## config.mk

```make
export PLATFORM = sky130hd
export DESIGN_NAME = ucode_loader_flat
export DESIGN_NICKNAME = d
export VERILOG_FILES = /design/src/rtl/ucode_loader_if.sv /design/src/rtl/ucode_loader.sv /design/src/flat_wrapper.sv
export SDC_FILE = /design/constraint.sdc
export NUM_CORES = 1
export LEC_CHECK = 0
export BUFFER_PORTS_ARGS = -buffer_cell sky130_fd_sc_hd__buf_2
export CORE_MARGIN = 2
export CORE_UTILIZATION = 50
export CTS_CLUSTER_DIAMETER = 60
export DETAILED_ROUTE_END_ITERATION = 10
export PLACE_DENSITY = 0.71
export SETUP_SLACK_MARGIN = 0.1
export SYNTH_ARGS = -nofsm -noshare
export SYNTH_HDL_FRONTEND = slang
export SYNTH_SLANG_ARGS = --single-unit
```

## constraint.sdc

```tcl
create_clock -name i_clk -period 3 [get_ports i_clk]
set_input_delay 0.9 -clock i_clk [delete_from_list [all_inputs] [get_ports i_clk]]
set_output_delay 0.9 -clock i_clk [all_outputs]
set_load 0.05 [all_outputs]
```

## src/rtl/ucode_loader_if.sv

```systemverilog
// Byte-stream input and uCode memory write / run-control bundle for ucode_loader.
// master is the loader side; slave is the receiver/CPU side.
interface ucode_loader_if #(
  parameter int DATA_SZ = 16,
  parameter int ADDR_SZ = 10
);
  logic               i_rx_wr;
  logic [7:0]         i_rx_data;
  logic               o_wr;
  logic [ADDR_SZ-1:0] o_waddr;
  logic [DATA_SZ-1:0] o_wdata;
  logic               o_run;
  logic               o_busy;
  logic [1:0]         o_err;

  modport master (
    input  i_rx_wr, i_rx_data,
    output o_wr, o_waddr, o_wdata, o_run, o_busy, o_err
  );

  modport slave (
    output i_rx_wr, i_rx_data,
    input  o_wr, o_waddr, o_wdata, o_run, o_busy, o_err
  );
endinterface

```

## src/rtl/ucode_loader.sv

```systemverilog
// Serial boot loader: decodes framed load/run commands from a byte stream,
// streams words into uCode program memory and gates the CPU run signal.
module ucode_loader #(
  parameter int         DATA_SZ = 16,
  parameter int         ADDR_SZ = 10,
  parameter logic [7:0] SYNC    = 8'hA5,
  parameter int         TIMEOUT = 48_000
) (
  input  logic           i_clk,
  input  logic           i_rst_n,
  ucode_loader_if.master bus
);

  localparam int MEM_MAX = 1 << ADDR_SZ;
  localparam int TW      = $clog2(TIMEOUT);

  typedef enum logic [3:0] {
    S_IDLE,
    S_ADDR_HI,
    S_ADDR_LO,
    S_CNT_HI,
    S_CNT_LO,
    S_DATA_HI,
    S_DATA_LO,
    S_CHECK,
    S_RUN
  } state_t;

  state_t        state;
  logic [15:0]   addr;
  logic [15:0]   cnt;
  logic [7:0]    sum;
  logic [TW-1:0] timer;
  logic [7:0]    data_hi;
  logic          zero_cnt;

  logic [7:0]    sum_nxt;
  logic [15:0]   cnt_full;
  logic [16:0]   end_addr;
  logic          range_bad;

  assign sum_nxt   = sum + bus.i_rx_data;
  assign cnt_full  = {cnt[15:8], bus.i_rx_data};
  assign end_addr  = {1'b0, addr} + {1'b0, cnt_full};
  // The whole block must fit below MEM_MAX; a block ending exactly at MEM_MAX is legal.
  assign range_bad = ((addr >> ADDR_SZ) != 16'd0) || (end_addr > 17'(MEM_MAX));

  assign bus.o_busy = (state != S_IDLE) && (state != S_RUN);

  // NOTE: all state and outputs here are sequential, so only non-blocking
  // assignments are used; blocking ones would create order-dependent races.
  always_ff @(posedge i_clk or negedge i_rst_n) begin
    if (!i_rst_n) begin
      state       <= S_IDLE;
      addr        <= '0;
      cnt         <= '0;
      sum         <= '0;
      timer       <= '0;
      data_hi     <= '0;
      zero_cnt    <= 1'b0;
      bus.o_wr    <= 1'b0;
      bus.o_waddr <= '0;
      bus.o_wdata <= '0;
      bus.o_run   <= 1'b0;
      bus.o_err   <= 2'd0;
    end else begin
      bus.o_wr <= 1'b0;
      if (bus.i_rx_wr) begin
        // An accepted byte always wins over a timeout firing on the same cycle.
        timer <= '0;
        unique case (state)
          S_IDLE, S_RUN: begin
            if (bus.i_rx_data == SYNC) begin
              sum       <= '0;
              bus.o_err <= 2'd0;
              bus.o_run <= 1'b0;
              state     <= S_ADDR_HI;
            end
          end
          S_ADDR_HI: begin
            sum         <= sum_nxt;
            addr[15:8]  <= bus.i_rx_data;
            state       <= S_ADDR_LO;
          end
          S_ADDR_LO: begin
            sum         <= sum_nxt;
            addr[7:0]   <= bus.i_rx_data;
            state       <= S_CNT_HI;
          end
          S_CNT_HI: begin
            sum         <= sum_nxt;
            cnt[15:8]   <= bus.i_rx_data;
            state       <= S_CNT_LO;
          end
          S_CNT_LO: begin
            sum <= sum_nxt;
            cnt <= cnt_full;
            if (range_bad) begin
              bus.o_err <= 2'd2;
              state     <= S_IDLE;
            end else if (cnt_full == 16'd0) begin
              zero_cnt  <= 1'b1;
              state     <= S_CHECK;
            end else begin
              zero_cnt  <= 1'b0;
              state     <= S_DATA_HI;
            end
          end
          S_DATA_HI: begin
            sum     <= sum_nxt;
            data_hi <= bus.i_rx_data;
            state   <= S_DATA_LO;
          end
          S_DATA_LO: begin
            sum         <= sum_nxt;
            bus.o_wr    <= 1'b1;
            bus.o_waddr <= addr[ADDR_SZ-1:0];
            bus.o_wdata <= DATA_SZ'({data_hi, bus.i_rx_data});
            addr        <= addr + 16'd1;
            cnt         <= cnt - 16'd1;
            state       <= (cnt == 16'd1) ? S_CHECK : S_DATA_HI;
          end
          S_CHECK: begin
            sum <= sum_nxt;
            if (sum_nxt != 8'd0) begin
              bus.o_err <= 2'd1;
              state     <= S_IDLE;
            end else if (zero_cnt) begin
              bus.o_run <= 1'b1;
              state     <= S_RUN;
            end else begin
              state     <= S_IDLE;
            end
          end
          default: state <= S_IDLE;
        endcase
      end else if (bus.o_busy) begin
        if (timer == TW'(TIMEOUT - 1)) begin
          timer     <= '0;
          bus.o_err <= 2'd3;
          state     <= S_IDLE;
        end else begin
          timer <= timer + 1'b1;
        end
      end
    end
  end

endmodule

```

## src/flat_wrapper.sv

```systemverilog
// flat-port wrapper written by rule: the top's interface ports become plain ports
module ucode_loader_flat 
#(
  parameter int         DATA_SZ = 16,
  parameter int         ADDR_SZ = 10,
  parameter logic [7:0] SYNC    = 8'hA5,
  parameter int         TIMEOUT = 48_000
)
  (i_clk, i_rst_n, bus_i_rx_wr, bus_i_rx_data, bus_o_wr, bus_o_waddr, bus_o_wdata, bus_o_run, bus_o_busy, bus_o_err);
  ucode_loader_if #(.DATA_SZ(DATA_SZ), .ADDR_SZ(ADDR_SZ)) bus_i ();
  input  logic i_clk;
  input  logic i_rst_n;
  input wire logic [$bits(bus_i.i_rx_wr)-1:0] bus_i_rx_wr;
  input wire logic [$bits(bus_i.i_rx_data)-1:0] bus_i_rx_data;
  output wire logic [$bits(bus_i.o_wr)-1:0] bus_o_wr;
  output wire logic [$bits(bus_i.o_waddr)-1:0] bus_o_waddr;
  output wire logic [$bits(bus_i.o_wdata)-1:0] bus_o_wdata;
  output wire logic [$bits(bus_i.o_run)-1:0] bus_o_run;
  output wire logic [$bits(bus_i.o_busy)-1:0] bus_o_busy;
  output wire logic [$bits(bus_i.o_err)-1:0] bus_o_err;
  assign bus_i.i_rx_wr = bus_i_rx_wr;
  assign bus_i.i_rx_data = bus_i_rx_data;
  assign bus_o_wr = bus_i.o_wr;
  assign bus_o_waddr = bus_i.o_waddr;
  assign bus_o_wdata = bus_i.o_wdata;
  assign bus_o_run = bus_i.o_run;
  assign bus_o_busy = bus_i.o_busy;
  assign bus_o_err = bus_i.o_err;
  ucode_loader #(.DATA_SZ(DATA_SZ), .ADDR_SZ(ADDR_SZ), .SYNC(SYNC), .TIMEOUT(TIMEOUT)) u_core (.i_clk(i_clk), .i_rst_n(i_rst_n), .bus(bus_i));
endmodule
```

==> results of run 1 <==
## how the worst max path moves through the flow
stage	from	endpoint	slack, ns	cells after the start
floorplan	bus_i_rx_data[0]	u_core.bus.o_err[0]	-0.29	8
global placement	bus_i_rx_data[0]	u_core.bus.o_err[0]	-0.51	9
detailed placement	bus_i_rx_data[0]	u_core.zero_cnt	-0.56	13
CTS	bus_i_rx_data[0]	u_core.zero_cnt	-0.14	13
global route	bus_i_rx_data[0]	u_core.zero_cnt	-0.20	14
finish	bus_i_rx_data[0]	u_core.bus.o_err[0]	-0.12	10
## sequential cells by signal, indices dropped and copies added, names as in the netlist
| register | cells |
|---|---|
| u_core.addr | 16 |
| u_core.bus.o_wdata | 16 |
| u_core.cnt | 16 |
| u_core.timer | 16 |
| u_core.bus.o_waddr | 10 |
| u_core.data_hi | 8 |
| u_core.sum | 8 |
| u_core.state | 4 |
| u_core.bus.o_err | 2 |
| u_core.bus.o_run | 1 |
| u_core.bus.o_wr | 1 |
| u_core.zero_cnt | 1 |
## metrics by stage
stage          setup WS [ns]  cell area, sq um   util  hold slack (ns)
2_1_floorplan         -0.295              6010      -            0.442
3_3_place_gp          -0.514              6800  0.590            0.464
3_5_place_dp          -0.556              6800  0.590            0.482
4_1_cts               -0.141              7160  0.622            0.495
5_1_grt               -0.199              7240  0.629            0.509
6_report              -0.116              7240  0.629            0.494
## cell families after synthesis
family | count (synthesis) | share of synthesized area
mux | 38 | 0.0714
fa+ha+maj | 29 | 0.0634
buf+inv | 42 | 0.0281
xor+xnor | 18 | 0.0265
flops | 99 | 0.416
simple gates | 217 | 0.178
compound gates | 201 | 0.217
## critical path, cell delays in order
cell and delay (ns):
buf_8 0.10, ha_4 0.16, fa_2 0.35, xor2_1 0.18, or4_1 0.41, or4_4 0.43
or3_4 0.35, a211o_1 0.27, o221a_2 0.13, o31a_1 0.10
## power breakdown
part | switching, uW | total (uW) | leakage (uW) | internal (uW)
Clock | 531 | 1100 | 0.000135 | 572
Sequential | 357 | 1960 | 0.00130 | 1600
Combinational | 1520 | 2890 | 0.00204 | 1370
## layout make-up
class	count	area [sq um]	share of cell area
multi-input cells	503	3470	0.479
repair buffers	111	769	0.106
clock inverters	6	46.3	0.00639
well taps	143	179	0.0247
clock buffers	10	229	0.0316
flip-flops and latches	99	2480	0.342
inverters	19	71.3	0.00985
## timing repair
item	4_1_cts	5_1_grt
hold endpoints to repair	0	0
resized for setup	16	16
buffers inserted	4	3
setup endpoints to repair	6	8
pin swaps	6	7
## synthesized netlist by cell type (3+ instances only)
cell type,n
mux2_2,36
xor2_1,8
nand2_1,56
xnor2_1,10
nand2b_1,7
nor2b_1,3
a41oi_1,4
o22ai_1,4
o22a_1,19
o31ai_1,5
a22o_1,8
a21o_1,11
or3_1,3
or3_4,4
a21oi_1,52
dfrtp_1,99
ha_1,27
a211oi_1,5
and4_1,4
or4_1,6
nand4_1,10
a31oi_1,17
nor2_1,62
nand3_1,21
clkbuf_1,20
o211ai_1,4
o21a_1,3
o21ai_0,49
and3_1,11
nor4_1,8
inv_1,18
nor3_1,15
## layout by cell type, fill, tap and decap left out, types with 4 or more instances in the layout
cell       Yosys  final
nand4_1       10     10
ha_1          27     25
a31oi_1       17     17
o211ai_1       4      4
nand2b_1       7      6
dfrtp_1       99     99
buf_4          0     68
nor3_1        15     15
mux2_2        36     34
and3_1        11     10
or3_4          4      5
nor4_1         8      7
a22o_1         8      8
xor2_1         8      8
a21o_1        11     11
o22ai_1        4      4
nand3_1       21     20
xnor2_1       10     10
o22a_1        19     19
buf_2          0     38
nand2_1       56     53
a21oi_1       52     49
inv_1         18     18
a41oi_1        4      4
nor2_1        62     62
or4_1          6      5
clkbuf_16      0      9
o21ai_0       49     47
## per-layer routing
layer  wire length [um]  global-route usage
met5                  0                   0
met4                462               0.120
met3               1030              0.0375
met2               7560               0.408
met1               6920               0.343
==> tab_implementation.tex, run 1 <==
\begin{tabular}{lr}
\hline
Metric & Value \\
\hline
\multicolumn{2}{l}{\textbf{Layout}} \\
Area growth, synth to finish & 21.5\% \\
Final cell count without fillers & $\sim$890 \\
Ratio of cells with drive above 1 in the final layout & 0.267 \\
Diodes inserted & 0 \\
Number of inserted filler cells in the final layout & 943 \\
Count of nets after finishing & about 780 \\
\multicolumn{2}{l}{\textbf{Synthesis}} \\
Register bit count reported by yosys & 99 \\
Dominant synthesized flop cell & dfrtp\_1 \\
Combined area of all synthesized cells & 5960 sq um \\
Number of synthesis warnings & 0 \\
Synthesized area per cell & 9.25 sq um \\
Async set or reset register ratio after synthesis & 1.00 \\
EDFF count, synth & 0 \\
Portion of synthesized cell area occupied by the leading cell type & 0.416 \\
Cell types occupying the most area after synthesis & dfrtp\_1 (42\%), mux2\_2 (6.8\%), ha\_1 (5.7\%), a21oi\_1 (4.4\%), o21ai\_0 (4.1\%) \\
Post-synth cell types & 57 \\
Count of mapped cells out of synthesis & 644 \\
Dominant cell type by area after synthesis & dfrtp\_1 \\
Seq/Total Area, Yosys & 0.416 \\
Synth Net Count & approximately 700 \\
\multicolumn{2}{l}{\textbf{Timing}} \\
Final Max Slew Viols & 0 \\
Post-layout worst setup margin & -0.116 ns \\
Finish-stage setup viols & 5 \\
Clock Skews & 0.00781 ns \\
Peak clock frequency supported by timing & between 300 and 400 MHz \\
RSZ-0062 raised after global routing & yes \\
Transition time at the pin with the least slew margin & 0.698 ns \\
Hold Fails Final Rpt & 0 \\
Post-route minimum period & approximately 3.1 ns \\
Share of the cycle needed by the critical path after routing & 1.04 \\
Worst-case headroom to the max-slew limit & 0.533 \\
Post-Route Setup TNS & -0.292 ns \\
\multicolumn{2}{l}{\textbf{Detailed routing}} \\
Drt drc & 5 \\
DRT iter0 DRCs & 453 \\
Number of iterations in the first detailed-routing pass & 8 \\
Average wire per standard cell & $\sim$18 um \\
Final ANT Viol Nets & 0 \\
Vias after detailed routing & 5,500 \\
Drt total wl & 16,000 um \\
Average vias per placed instance & 6.17 \\
\multicolumn{2}{l}{\textbf{Critical path}} \\
Critical Path Start Type & input pin \\
Worst R2R Setup Slack & 0.10 ns \\
Critical path fanouts, max & 2 \\
Data arrival at the endpoint of the critical path & 3.36 ns \\
R2r worst-path depth & 9 \\
Crit path required time & 3.25 ns \\
Worst R2R End & u\_core.bus.o\_err[0] \\
Start of the worst register-to-register path & u\_core.sum[0] \\
Class of the most critical setup path & in -> reg \\
Kind of end point of the critical path & register \\
\multicolumn{2}{l}{\textbf{Global route}} \\
Total overflow reported by the global router & 0 \\
Tot GR Track Use & 0.255 \\
Vias in the first global route & 5,339 \\
Pin count of the biggest net entering global routing & 63 \\
First-pass GRT wire length & between 20,000 and 30,000 um \\
Number of antenna violations at the first check in global routing & 0 \\
\multicolumn{2}{l}{\textbf{Placed design}} \\
Placed cell count & 869 \\
Final weighted congestion of routability-driven global placement & 0.965 \\
Post-DP HPWL & 11,500 um \\
Port buffer count & 41 \\
\multicolumn{2}{l}{\textbf{Power}} \\
Lkg Pwr & approximately 0.0035 uW \\
Total design power & 5950 uW \\
Power Dens Cells & 822 nW/um\^{}2 \\
Max rail drop VDD & around 0.00047 V \\
\multicolumn{2}{l}{\textbf{Die}} \\
Die Y & about 110 um \\
Core outline area & 11,500 sq um \\
Width of the die & 113 um \\
Die outline area & 12,800 sq um \\
Starting utilization of the core area & 0.517 \\
Number of top-level design ports & 42 \\
Core Rows & 39 \\
\multicolumn{2}{l}{\textbf{Clocking}} \\
Number of hold buffers added after CTS & 0 \\
Clock-pin slew of the registers on the worst-case setup and hold paths & 0.07 ns \\
Clock insertion delay at the later pin of the skew report & 0.35 ns \\
Clock tree from TritonCTS & done \\
Library cell used as clock root buffer & clkbuf\_16 \\
Max clock buf depth & 2 \\
CTS sink count & 99 \\
Number of buffers created by CTS & 9 \\
Max H-tree Level & 3 \\
\multicolumn{2}{l}{\textbf{Job}} \\
Number of max-cap violations & 0 \\
\multicolumn{2}{l}{\textbf{Outcome}} \\
Run status & complete, but fails checks \\
Failing checks & design-rule violations, negative setup slack \\
\multicolumn{2}{l}{\textbf{Min path}} \\
Type of the most critical hold path & in -> async \\
\hline
\end{tabular}
(Power assumes the default switching activity.)
==> run 2: changes to the inputs <==
- ABC_AREA: default -> 1
- ABC_CLOCK_PERIOD_IN_PS: default -> 3000
- CAP_MARGIN: default -> 20
- PLACE_DENSITY: 0.71 -> 0.7
==> tab_implementation.tex, run 2 <==
\begin{tabular}{lr}
\hline
Metric & Value \\
\hline
\multicolumn{2}{l}{\textbf{Synthesis}} \\
Synth Net Count & 908 (+33\%) \\
Dominant cell type by area after synthesis & dfrtp\_1 \\
Dominant synthesized flop cell & dfrtp\_1 \\
Count of mapped cells out of synthesis & 868 (+35\%) \\
Async set or reset register ratio after synthesis & 1.00 (unchanged) \\
Top cells by count, synth & nand2\_1 (216), inv\_1 (103), dfrtp\_1 (99), nor2\_1 (74), o21ai\_0 (70) \\
EDFF count, synth & 0 (unchanged) \\
Count leader, synth & nand2\_1 \\
Post-synth cell types & 44 (-23\%) \\
Combined area of all synthesized cells & 6430 sq um (+7.9\%) \\
Portion of synthesized cell area occupied by the leading cell type & 0.385 (-0.0306) \\
Register bit count reported by yosys & 99 (unchanged) \\
Number of synthesis warnings & 0 (unchanged) \\
Seq/Total Area, Yosys & 0.385 (-0.0306) \\
Cell types occupying the most area after synthesis & dfrtp\_1 (39\%), nand2\_1 (13\%), inv\_1 (6.0\%), o21ai\_0 (5.4\%), a21oi\_1 (5.3\%) \\
Synthesized area per cell & 7.41 sq um (-20\%) \\
\multicolumn{2}{l}{\textbf{Critical path}} \\
Top cell by count, worst path & nand3\_1 \\
Start of the worst register-to-register path & u\_core.addr[0] \\
Critical path fanouts, max & 3 (+1) \\
Cells along the critical path & buf\_2 > ha\_1 > fa\_1 > or2\_2 > nor2\_1 > nand3\_1 > nor2\_1 > nand3\_1 > o21ai\_2 > nand3\_1 > nand2\_1 > nand2\_1 > o21ai\_2 \\
Worst R2R Setup Slack & 0.46 ns (+0.36 ns) \\
Kind of end point of the critical path & register \\
Worst setup startpoint & bus\_i\_rx\_data[0] \\
Critical Path Start Type & input pin \\
R2r worst-path depth & 12 (+3) \\
Crit path required time & 3.29 ns (+0.04 ns) \\
Maximum single-stage delay on the critical path & 0.44 ns (about the same) \\
Library cell contributing the largest single delay on the critical path & fa\_1 \\
Data arrival at the endpoint of the critical path & 2.91 ns (-0.45 ns) \\
Class of the most critical setup path & in -> reg \\
\multicolumn{2}{l}{\textbf{Layout}} \\
Register area & 2480 sq um (unchanged) \\
Share of the core filled with cells & 0.576 (-0.0528) \\
Fin area & 7240 sq um (about the same) \\
Area growth, synth to finish & 12.5\% \\
Count of nets after finishing & 961 (+23\%) \\
Number of inserted filler cells in the final layout & 1,196 (+27\%) \\
Ratio of cells with drive above 1 in the final layout & 0.144 (-0.124) \\
Most used cells in the layout excluding fill and tap cells & nand2\_1 (216), inv\_1 (103), dfrtp\_1 (99), nor2\_1 (74), o21ai\_0 (70) \\
Diodes inserted & 0 (unchanged) \\
Most common library cell in the layout ignoring fill and taps & nand2\_1 \\
Final cell count without fillers & 1,098 (+23\%) \\
Area taken by multi-input logic gates & 3460 sq um (-0.22\%) \\
\multicolumn{2}{l}{\textbf{Outcome}} \\
Run status & completed \\
\multicolumn{2}{l}{\textbf{Timing}} \\
Share of the cycle needed by the critical path after routing & 0.876 (-0.163) \\
Final Max Slew Viols & 0 (unchanged) \\
Peak clock frequency supported by timing & 381 MHz (+19\%) \\
Clock Skews & 0.00787 ns (+0.0000528 ns) \\
Hold Fails Final Rpt & 0 (unchanged) \\
Worst-case headroom to the max-slew limit & 0.535 (+0.00140) \\
Post-route minimum period & 2.63 ns (-0.488 ns) \\
Finish-stage setup viols & 0 (-5) \\
RSZ-0062 raised after global routing & no \\
Post-Route Setup TNS & 0 ns (+0.292 ns) \\
Transition time at the pin with the least slew margin & 0.697 ns (-0.00116 ns) \\
\multicolumn{2}{l}{\textbf{Power}} \\
Lkg Pwr & 0.00363 uW (+4.3\%) \\
Total design power & 7730 uW (+30\%) \\
Design internal power & 3780 uW (+6.7\%) \\
Max rail drop VDD & 0.000453 V (-4.5\%) \\
Switching power summed over all nets & 3950 uW (+64\%) \\
Fraction of power consumed by the clock network & 0.152 (-0.033) \\
Switching part of the total power & 0.511 (+0.107) \\
Sequential fraction of design power & 0.299 (-0.030) \\
Power Dens Cells & 1070 nW/um\^{}2 (+30\%) \\
Combinational Power Share & 0.549 (+0.063) \\
\multicolumn{2}{l}{\textbf{Clocking}} \\
Library cell used as clock root buffer & clkbuf\_16 \\
CTS sink count & 99 (unchanged) \\
Number of gates given a new drive strength after cts & 0 (-16) \\
Number of hold buffers added after CTS & 0 (unchanged) \\
Clock tree from TritonCTS & done \\
Clock-pin slew of the registers on the worst-case setup and hold paths & 0.07 ns (about the same) \\
Post-CTS Setup Repair Bufs & 0 (-4) \\
Clock insertion delay at the later pin of the skew report & 0.36 ns (about the same) \\
Max clock buf depth & 2 (unchanged) \\
Number of buffers created by CTS & 9 (unchanged) \\
Max H-tree Level & 3 (unchanged) \\
\multicolumn{2}{l}{\textbf{Placed design}} \\
Placed cell areas & 6910 sq um (+1.6\%) \\
Port buffer count & 41 (unchanged) \\
Post-DP HPWL & 12,200 um (+6.0\%) \\
Final weighted congestion of routability-driven global placement & 0.902 (-6.6\%) \\
Placed cell count & 1,081 (+24\%) \\
\multicolumn{2}{l}{\textbf{Die}} \\
Core Rows & 41 (+5.1\%) \\
Starting utilization of the core area & 0.512 (-0.00570) \\
Die Y & 117 um (+3.8\%) \\
Number of top-level design ports & 42 (unchanged) \\
Core outline area & 12,600 sq um (+9.1\%) \\
Width of the die & 117 um (+3.8\%) \\
Die outline area & 13,800 sq um (+7.7\%) \\
\multicolumn{2}{l}{\textbf{Min path}} \\
Type of the most critical hold path & in -> async \\
\multicolumn{2}{l}{\textbf{Global route}} \\
Total overflow reported by the global router & 0 (unchanged) \\
Tot GR Track Use & 0.241 (-0.0142) \\
Number of antenna violations at the first check in global routing & 0 (unchanged) \\
First-pass GRT wire length & 27,100 um (+3.9\%) \\
Vias in the first global route & 5,564 (+4.2\%) \\
Pin count of the biggest net entering global routing & 43 (-32\%) \\
\multicolumn{2}{l}{\textbf{Detailed routing}} \\
Final ANT Viol Nets & 0 (unchanged) \\
Average vias per placed instance & 5.31 (-14\%) \\
Drt total wl & 16,000 um (+0.30\%) \\
Number of iterations in the first detailed-routing pass & 5 (-3) \\
DRT iter0 DRCs & 444 (-2.0\%) \\
Drt drc & 0 (-5) \\
Vias after detailed routing & 5,834 (+6.1\%) \\
Average wire per standard cell & 14.6 um (-19\%) \\
\multicolumn{2}{l}{\textbf{Job}} \\
Number of max-cap violations & 0 (unchanged) \\
\hline
\end{tabular}
[run 2: worst paths after layout]
check                                         end
max                               u_core.state[0]
min                              u_core.timer[13]
max reg2reg                       u_core.state[0]
min reg2reg                u_core.bus.o_wdata[13]
max in group asynchronous           u_core.sum[4]
min in group i_clk         u_core.bus.o_wdata[13]
[run 2: kinds of logic (layout without fill, tap and decap cells)]
logic type | after synthesis | count (layout) | synth area share
simple gates | 419 | 419 | 0.303
compound gates | 166 | 166 | 0.139
buf+inv | 128 | 186 | 0.0768
flops | 99 | 99 | 0.385
fa+ha+maj | 29 | 29 | 0.0587
xor+xnor | 25 | 25 | 0.0340
mux | 2 | 2 | 0.00311
[run 2: per-layer routing]
layer	share of wire	wire length (um)	vias to the layer above	GRT usage
li1	-	-	2957	-
met1	0.47	7480	2687	0.334
met2	0.46	7340	166	0.386
met3	0.057	915	24	0.0443
met4	0.018	283	0	0.0715
met5	0	0	-	0
[run 2: stage by stage]
stage	hold slack, ns	setup WS (ns)
3_3_place_gp	0.449	0.103
4_1_cts	0.471	0.383
2_1_floorplan	0.450	0.288
6_report	0.456	0.372
3_5_place_dp	0.455	0.0243
5_1_grt	0.489	0.197
[run 2: layout make-up]
| class | instances | share of cell area |
|---|---|---|
| multi-input cells | 641 | 0.478 |
| clock inverters | 7 | 0.0111 |
| flip-flops and latches | 99 | 0.342 |
| well taps | 172 | 0.0297 |
| clock buffers | 9 | 0.0311 |
| inverters | 111 | 0.0576 |
| repair buffers | 59 | 0.0501 |
[run 2: power groups by stage]
| stage | clock network (uW) | registers (uW) | logic, uW |
|---|---|---|---|
| after floorplan | 0 | 2810 | 2710 |
| after global placement | 0 | 2320 | 4140 |
| after detailed placement | 0 | 2330 | 4190 |
| after CTS | 1190 | 2310 | 4220 |
| after global routing | 1250 | 2380 | 4730 |
| final | 1170 | 2310 | 4240 |
[run 2: critical path: cells and delay by family]
family / cells / cell delay [ns]
simple gates: 8 / 0.94
fa+ha+maj: 2 / 0.66
compound gates: 2 / 0.29
buf+inv: 1 / 0.11
